$ cat config.mk
export PLATFORM = sky130hd
export DESIGN_NAME = seg7_scan_driver
export DESIGN_NICKNAME = d
export VERILOG_FILES = /design/src/rtl/seg7_scan_driver_pkg.sv /design/src/rtl/seg7_scan_driver_hex.sv /design/src/rtl/seg7_scan_driver.sv
export SDC_FILE = /design/constraint.sdc
export NUM_CORES = 1
export LEC_CHECK = 0
export ABC_CLOCK_PERIOD_IN_PS = 1900
export BUFFER_PORTS_ARGS = -buffer_cell sky130_fd_sc_hd__buf_2
export CORE_UTILIZATION = 52
export DETAILED_ROUTE_END_ITERATION = 10
export GPL_TIMING_DRIVEN = 0
export PLACE_DENSITY = 0.77
export SLEW_MARGIN = 20
export SYNTH_ARGS = -nofsm -noshare
export SYNTH_HDL_FRONTEND = slang
export SYNTH_SLANG_ARGS = --single-unit
$ cat constraint.sdc
create_clock -name clk -period 1.9 [get_ports clk]
set_input_delay 0.38 -clock clk [delete_from_list [all_inputs] [get_ports clk]]
set_output_delay 0.38 -clock clk [all_outputs]
set_load 0.005 [all_outputs]
$ cat src/rtl/seg7_scan_driver_pkg.sv
// seg7_scan_driver_pkg: shared constants, segment table and FSM states for the display driver
package seg7_scan_driver_pkg;
    localparam logic [3:0] SEL_OFF   = 4'b1111;
    localparam logic [6:0] SEG_BLANK = 7'h7F;
    localparam logic [6:0] SEG_TAB [16] = '{
        7'h40, 7'h79, 7'h24, 7'h30, 7'h19, 7'h12, 7'h02, 7'h78,
        7'h00, 7'h10, 7'h08, 7'h03, 7'h46, 7'h21, 7'h06, 7'h0E
    };
    typedef enum logic {ST_BLANK = 1'b0, ST_ON = 1'b1} state_t;
endpackage

$ cat src/rtl/seg7_scan_driver_hex.sv
// hex_to_seg7: combinational hex nibble to active-low {g,f,e,d,c,b,a} pattern
module hex_to_seg7
    import seg7_scan_driver_pkg::*;
(
    input  logic [3:0] i_hex,
    output logic [6:0] o_seg
);
    assign o_seg = SEG_TAB[i_hex];
endmodule

$ cat src/rtl/seg7_scan_driver.sv
// seg7_scan_driver: 4-digit multiplexed 7-segment driver with blanking gaps and frame-aligned updates
module seg7_scan_driver
    import seg7_scan_driver_pkg::*;
#(
    parameter int SLOT_CYC  = 50000,
    parameter int BLANK_CYC = 500,
    parameter int CNT_W     = 16
) (
    input  logic        clk,
    input  logic        rst,
    input  logic [15:0] value,
    input  logic [3:0]  dig_en,
    input  logic        load,
    output logic        load_pend,
    output logic [6:0]  di0,
    output logic [6:0]  di1,
    output logic [6:0]  di2,
    output logic [6:0]  di3,
    output logic [3:0]  sel,
    output logic        frame_tick
);
    state_t           r_state, w_state_nx;
    logic [1:0]       r_idx, w_idx_nx;
    logic [CNT_W-1:0] r_cnt, w_cnt_nx;
    logic [3:0]       r_sel, w_sel_nx;
    logic             w_boundary;
    logic [15:0]      r_stage_val, r_disp_val;
    logic [3:0]       r_stage_en, r_disp_en;
    logic             r_pend;
    logic [6:0]       r_di [4];
    logic [6:0]       w_seg [4];

    genvar k;
    generate
        for (k = 0; k < 4; k++) begin : g_dec
            hex_to_seg7 u_dec (.i_hex(r_disp_val[4*k +: 4]), .o_seg(w_seg[k]));
        end
    endgenerate

    // Next state: BLANK gap then ON slot per digit; sel only changes on transitions
    always_comb begin
        w_state_nx = r_state;
        w_idx_nx   = r_idx;
        w_cnt_nx   = r_cnt + 1'b1;
        w_sel_nx   = r_sel;
        w_boundary = 1'b0;
        if (r_state == ST_BLANK) begin
            if (r_cnt == CNT_W'(BLANK_CYC - 1)) begin
                w_state_nx = ST_ON;
                w_cnt_nx   = '0;
                w_sel_nx   = r_disp_en[r_idx] ? ~(4'b0001 << r_idx) : SEL_OFF;
            end
        end else if (r_cnt == CNT_W'(SLOT_CYC - 1)) begin
            w_state_nx = ST_BLANK;
            w_cnt_nx   = '0;
            w_idx_nx   = r_idx + 2'd1;
            w_sel_nx   = SEL_OFF;
            w_boundary = (r_idx == 2'd3);
        end
    end

    // Scan state, shared counter and registered digit select
    always_ff @(posedge clk) begin
        if (rst) begin
            r_state <= ST_BLANK;
            r_idx   <= '0;
            r_cnt   <= '0;
            r_sel   <= SEL_OFF;
        end else begin
            r_state <= w_state_nx;
            r_idx   <= w_idx_nx;
            r_cnt   <= w_cnt_nx;
            r_sel   <= w_sel_nx;
        end
    end

    // Staging captures every load; display takes the old staging only at the frame boundary
    always_ff @(posedge clk) begin
        if (rst) begin
            r_stage_val <= '0;
            r_stage_en  <= '0;
            r_disp_val  <= '0;
            r_disp_en   <= '0;
            r_pend      <= 1'b0;
        end else begin
            if (load) begin
                r_stage_val <= value;
                r_stage_en  <= dig_en;
            end
            if (w_boundary) begin
                r_disp_val <= r_stage_val;
                r_disp_en  <= r_stage_en;
            end
            r_pend <= load ? 1'b1 : (w_boundary ? 1'b0 : r_pend);
        end
    end

    // Registered segment outputs, blanked for disabled digits
    always_ff @(posedge clk) begin
        for (int i = 0; i < 4; i++)
            r_di[i] <= (rst || !r_disp_en[i]) ? SEG_BLANK : w_seg[i];
    end

    assign sel        = r_sel;
    assign load_pend  = r_pend;
    assign frame_tick = w_boundary;
    assign di0        = r_di[0];
    assign di1        = r_di[1];
    assign di2        = r_di[2];
    assign di3        = r_di[3];
endmodule

; After elaboration in Yosys (flattened, before gate mapping)
; Memories as Yosys holds them, arrays and structs flattened.
; Cells that the tools add are included.
[word_totals]
register_bits = 64
mem_bits_rw = 28
romBits = 448
inputBits = 23
memories = 5
[memory_table]
columns = name, words, word_bits, rd, rd_ports_with_merged_regs, write_ports, line
row1 = (name not given), 16, 7, 1, 0, 0, seg7_scan_driver_hex.sv:8  ; assign o_seg = SEG_TAB[i_hex];
row2 = (name not given), 16, 7, 1, 0, 0, seg7_scan_driver_hex.sv:8
row3 = (name not given), 16, 7, 1, 0, 0, seg7_scan_driver_hex.sv:8
row4 = (name not given), 16, 7, 1, 0, 0, seg7_scan_driver_hex.sv:8
row5 = r_di, 4, 7, 4, 0, 4, seg7_scan_driver.sv:30  ; logic [6:0] r_di [4];
[op_classes]
addsub = 2
order_cmp = 5
eq_ne = 4
shift = 1
mux = 28
n_bitwise = 5
n_reduce_logical = 12
[ops]
columns = cell, count
row1 = 2-to-1 mux 7 bit, 12
row2 = 2-to-1 mux 16 bit, 3
row3 = "greater-or-equal comparator 5 bit, second input constant", 4
row4 = NOT 4 -> 5 bit, 4
row5 = "adder 16 x 1 -> 16 bit, second input constant", 1
row6 = "== test 16 bit, second input constant", 1
row7 = "== test 16 x 9 -> 1 bit, second input constant", 1
row8 = 2-to-1 mux 4 bit, 4
row9 = 2-to-1 mux 1 bit, 8
row10 = zero test 1 bit, 4
row11 = logical OR 1 bit, 4
row12 = NOT 4 bit, 1
row13 = AND reduction 2 bit, 2
row14 = nonzero test 2 bit, 2
row15 = "left shift 1 x 2 -> 4 bit, first input constant", 1
row16 = "< comparator 2 x 3 -> 1 bit, second input constant", 1
row17 = "adder 2 x 1 -> 2 bit, second input constant", 1
row18 = binary-select mux 1 bit (select 2 bit), 1
row19 = "== test 2 bit, second input constant", 1
row20 = "inequality test 2 x 1 -> 1 bit, second input constant", 1

; Longest topological paths before layout
[logic_depth]
word_depth = 5
ltp_mapped = 7
ltp_nobuf = 6

; Hierarchy
; Synthesis repeated with hierarchy kept, for this count alone.
[hier_totals]
cells_unflattened = 473
hier_area_um2 = 4619.4
[by_module_without_submodules]
columns = module, instances, cells_each, area_each_um2, seq_area_each_um2
row1 = seg7_scan_driver, 1, 340, 3527.1, 1841.8
row2 = hex_to_seg7 at g_dec[0].u_dec ..., 2, 32, 275.3, 0.0
row3 = hex_to_seg7 at g_dec[2].u_dec, 1, 33, 274.0, 0.0
row4 = hex_to_seg7 at g_dec[1].u_dec, 1, 36, 267.8, 0.0

; Least setup slack after synthesis
; OpenSTA, ideal clock, no wires.
[synth_timing]
path_type = register -> register
start = register r_cnt[0]
end = register r_sel[3], in the netlist sel[3]
setup_ps = 133
arrival_ps = 1735
t_required_ps = 1767
slack_ps = 32
path_stages_with_launch = 6
n_path_buf = 0
synth_period_minus_slack_ps = 1868
cell_sequence = dfxtp_1 ha_1 or4b_1 or4_4 a21oi_4 a2bb2oi_1
[synth_via]
elab_chain_len = 3
elab_cells_between_ends = 5
cone_classes = eq/ne (3) / reduce/logical (2)
[synth_rtl]
columns = element, line
row1 = "start, declared", seg7_scan_driver.sv:24  ; logic [CNT_W-1:0] r_cnt, w_cnt_nx;
row2 = "start signal, assigned", seg7_scan_driver.sv:72  ; r_cnt <= w_cnt_nx;
row3 = == test 16 bit or == test 16 x 9 -> 1 bit (tied branches), "seg7_scan_driver.sv:53, seg7_scan_driver.sv:48"
row4 = inequality test 2 x 1 -> 1 bit (no line) or nonzero test 2 bit (tied branches), --
row5 = AND reduction 2 bit (no line) *, --
row6 = "end signal, assigned", seg7_scan_driver.sv:73  ; r_sel <= w_sel_nx;
row7 = "end, declared", seg7_scan_driver.sv:25  ; logic [3:0] r_sel, w_sel_nx;
; Every way passes the cells marked *; elsewhere a longest branch is shown, timed or not.
; A chain may end at the register's enable or synchronous reset.

; Worst setup path in the final report
[layout_timing]
start = register r_cnt[12]
end = output frame_tick
[layout_via]
elab_chain_len = 3
[layout_rtl]
columns = element, line
row1 = == test 16 bit, seg7_scan_driver.sv:53  ; end else if (r_cnt == CNT_W'(SLOT_CYC - 1)) begin
row2 = 2-to-1 mux 1 bit, seg7_scan_driver.sv:53
row3 = 2-to-1 mux 1 bit, seg7_scan_driver.sv:47  ; if (r_state == ST_BLANK) begin
row4 = "end, declared", seg7_scan_driver.sv:20  ; output logic frame_tick
; No other way between the ends.

==> metrics.txt <==
outcome=finished with violations; violated checks=setup timing; R2R cell count=6; clock sinks=between 90 and 100; Max Slew Vio Count=0; IO Count=57; flops & latches, synth=between 90 and 100; Layout area overhead=19.0%; Hold Crit Class=in -> reg; most common cell after layout, fill and taps aside=dfxtp_1; Max IR drop VDD=roughly 420 uV; first-pass GRT wire length=about 15 mm; Crit path required time=1.52 ns; Mapped Area=approximately 4200 um^2; most frequent cells in the layout=81 x dfxtp_1, 55 x buf_2, 41 x nor2_1, 31 x nand3_1, 29 x mux2i_1; 1st-pass router iterations=4; pwr/cell area=684 nW/um^2; Final setup viols=4; Sw Ratio=0.228; Comb power frac=0.041; vias in the first global route=3331; placed cell count=between 600 and 700; share of cells above drive strength 1=0.240; Clk Latency, worst-skew pair=about 0.36 ns; Worst-Margin Slew=just over 0.7 ns; Setup CP Type=reg -> out; detailed-route DRC error count=0; pin count of the biggest net entering global routing=16; std cell rows=32; Post-Route Utilization=0.646; grt ovf=0; Final WS setup=-0.0822 ns; Inserted Clock Buffers=9; post-layout minimum cycle time=1.98 ns; Routed WL=between 9 and 10 mm; initial drt markers=158; Final #Nets=585; Netlist cell types=45; ANT nets after route=0; syn_nets=between 500 and 600; via-per-instance ratio=between 5 and 6; ys async rst share=0; final worst-path cycle share=1.04; Die Ht=just over 90 um; maximum buffer depth of the clock tree=2; RSZ-0062 raised after global routing=yes; Global Route Usage Sum=0.222; Die X=92.3 um; Seq/Total Area, Yosys=0.434; CP max FO=2; Reg clk slew, reported paths=about 0.090 ns; leakage power=1.82 nW; Filler Cell Count=between 600 and 700; Die ar.=8520 um^2; Worst Skew=0.0138 ns; drt wl/cell=~14 um; Fmax achieved=slightly above 0.5 GHz; net load switching power=785 uW; Worst Setup Start Kind=flop; Slew HR=0.516; Non-Filler Instances=640; # Max-Cap Violations=0; reg2reg end=sel[0]; antenna cells=0; H-tree Lvls=3; Crit path arrival time=1.60 ns; synthesized area per cell=9.34 um^2; TritonCTS clock tree=yes; hold_buf cts=0; core area=between 7000 and 8000 um^2; largest cells by area after synthesis=dfxtp_1 43%, ha_1 8.6%, mux2i_1 6.8%, nor2_1 3.8%, nand3_1 3.7%; top cell type's share of synthesized area=0.434; initial antenna violation count=0; Setup crit end=frame_tick; I/O Buffers=55; top_reg_cell synth=dfxtp_1; Setup crit start=r_cnt[12]; Gate Count Post-Synth=between 400 and 500; Detail Placement HPWL=approximately 6.4 mm; gpl congestion=between 0.8 and 0.9; r2r setup slk=-0.03 ns; Initial Utilization=0.543; setup TNS=-0.148 ns; Post-synth EDFFs=0; Worst R2R Start=r_cnt[0]; sequential share of power=0.573; Worst Setup End Kind=primary output; clock share of power=0.387; Vias=between 3000 and 4000; YS warnings=0; Yosys top cell by area=dfxtp_1; Root Buffer=clkbuf_8; Final Hold Fails=0; Internal=about 2.7 mW
power by group through the flow:
stage               Clock (mW)  Sequential, mW  Combinational, mW
floorplan                    0            2.02             0.0814
global placement             0            2.02              0.123
detailed placement           0            2.02              0.126
CTS                       1.35            1.98              0.136
global route              1.44            1.98              0.157
finish                    1.33            1.98              0.140
cell families after synthesis:
| kind of cell | share of synthesized area |
|---|---|
| flip-flops | 0.434 |
| XOR/XNOR | 0.0310 |
| AND/OR/NAND/NOR | 0.170 |
| buffers and inverters | 0.0487 |
| AO/OA/AOI/OAI | 0.138 |
| multiplexers | 0.0924 |
| adder cells (fa/ha/maj) | 0.0856 |
worst min path at each step:
stage / start / slack (ns) / endpoint / depth (start not counted)
after global placement: r_cnt[0] / 0.44 / r_cnt[0] / 1
after global routing: value[14] / 0.27 / r_stage_val[14] / 3
after CTS: value[14] / 0.25 / r_stage_val[14] / 3
after detailed placement: r_cnt[0] / 0.45 / r_cnt[0] / 1
after floorplan: r_cnt[0] / 0.43 / r_cnt[0] / 1
final: value[10] / 0.26 / r_stage_val[10] / 3
synthesized netlist by cell type (2+ instances only):
cell	instances
a21o_1	2
a21oi_1	24
a221o_1	2
a2bb2oi_1	4
a31oi_1	2
and4_1	2
buf_1	4
buf_2	3
buf_6	2
clkbuf_1	18
dfxtp_1	92
ha_1	29
inv_1	23
mux2i_1	29
mux4_2	4
nand2_1	26
nand2b_1	7
nand3_1	31
nand4_1	4
nor2_1	43
nor2b_1	5
nor3_1	3
nor4_1	6
o211ai_1	17
o21a_1	2
o21ai_0	31
o311ai_0	5
or2_2	2
or3_1	2
or4b_1	2
xnor2_1	13
xor2_1	2
per-stage QoR:
step	cell area, um^2	setup slack (ns)	power (mW)	hold slack (ns)
global route	5040	-0.139	3.58	0.269
floorplan	4240	0.0321	2.10	0.426
finish	5040	-0.0822	3.45	0.263
CTS	4970	-0.0531	3.47	0.253
detailed placement	4640	-0.0930	2.15	0.451
global placement	4640	-0.0781	2.14	0.439
per-layer routing:
layer,wire length (um),GRT usage,share of wire,vias to the layer above
met5,0,0,0,-
met4,119,0.0690,0.013,0
met3,289,0.0427,0.031,11
met2,4770,0.399,0.52,63
met1,4060,0.267,0.44,1651
li1,-,-,-,1748
worst max-delay path, cell delays in order, from the launching register on:
cell and delay (ns):
dfxtp_4 0.36, nor4_4 0.33, nand4_1 0.20, clkbuf_8 0.19
nor2_2 0.06, buf_2 0.11
state kept, by name (all words and copies together) (netlist names):
register and count:
r_disp_val 16, load_pend 1, r_stage_val 16, r_cnt 16, sel 4, r_idx 2, r_disp_en 4, r_di 28
r_stage_en 4, r_state 1
layout make-up:
type / instances / area (um^2) / area share
inverter: 23 / 86.3 / 0.0171
timing repair buffer: 71 / 395 / 0.0784
clock buffer: 10 / 138 / 0.0273
clock inverter: 6 / 63.8 / 0.0126
sequential: 92 / 1870 / 0.370
multi-input combinational: 312 / 2240 / 0.444
buffer: 24 / 126 / 0.0250
tap: 102 / 128 / 0.0253
what timing repair did:
action	in CTS	in global routing
buffers inserted	11	5
pin swaps	7	8
setup endpoints to repair	23	43
resized for setup	19	20
(Power assumes the default switching activity.)
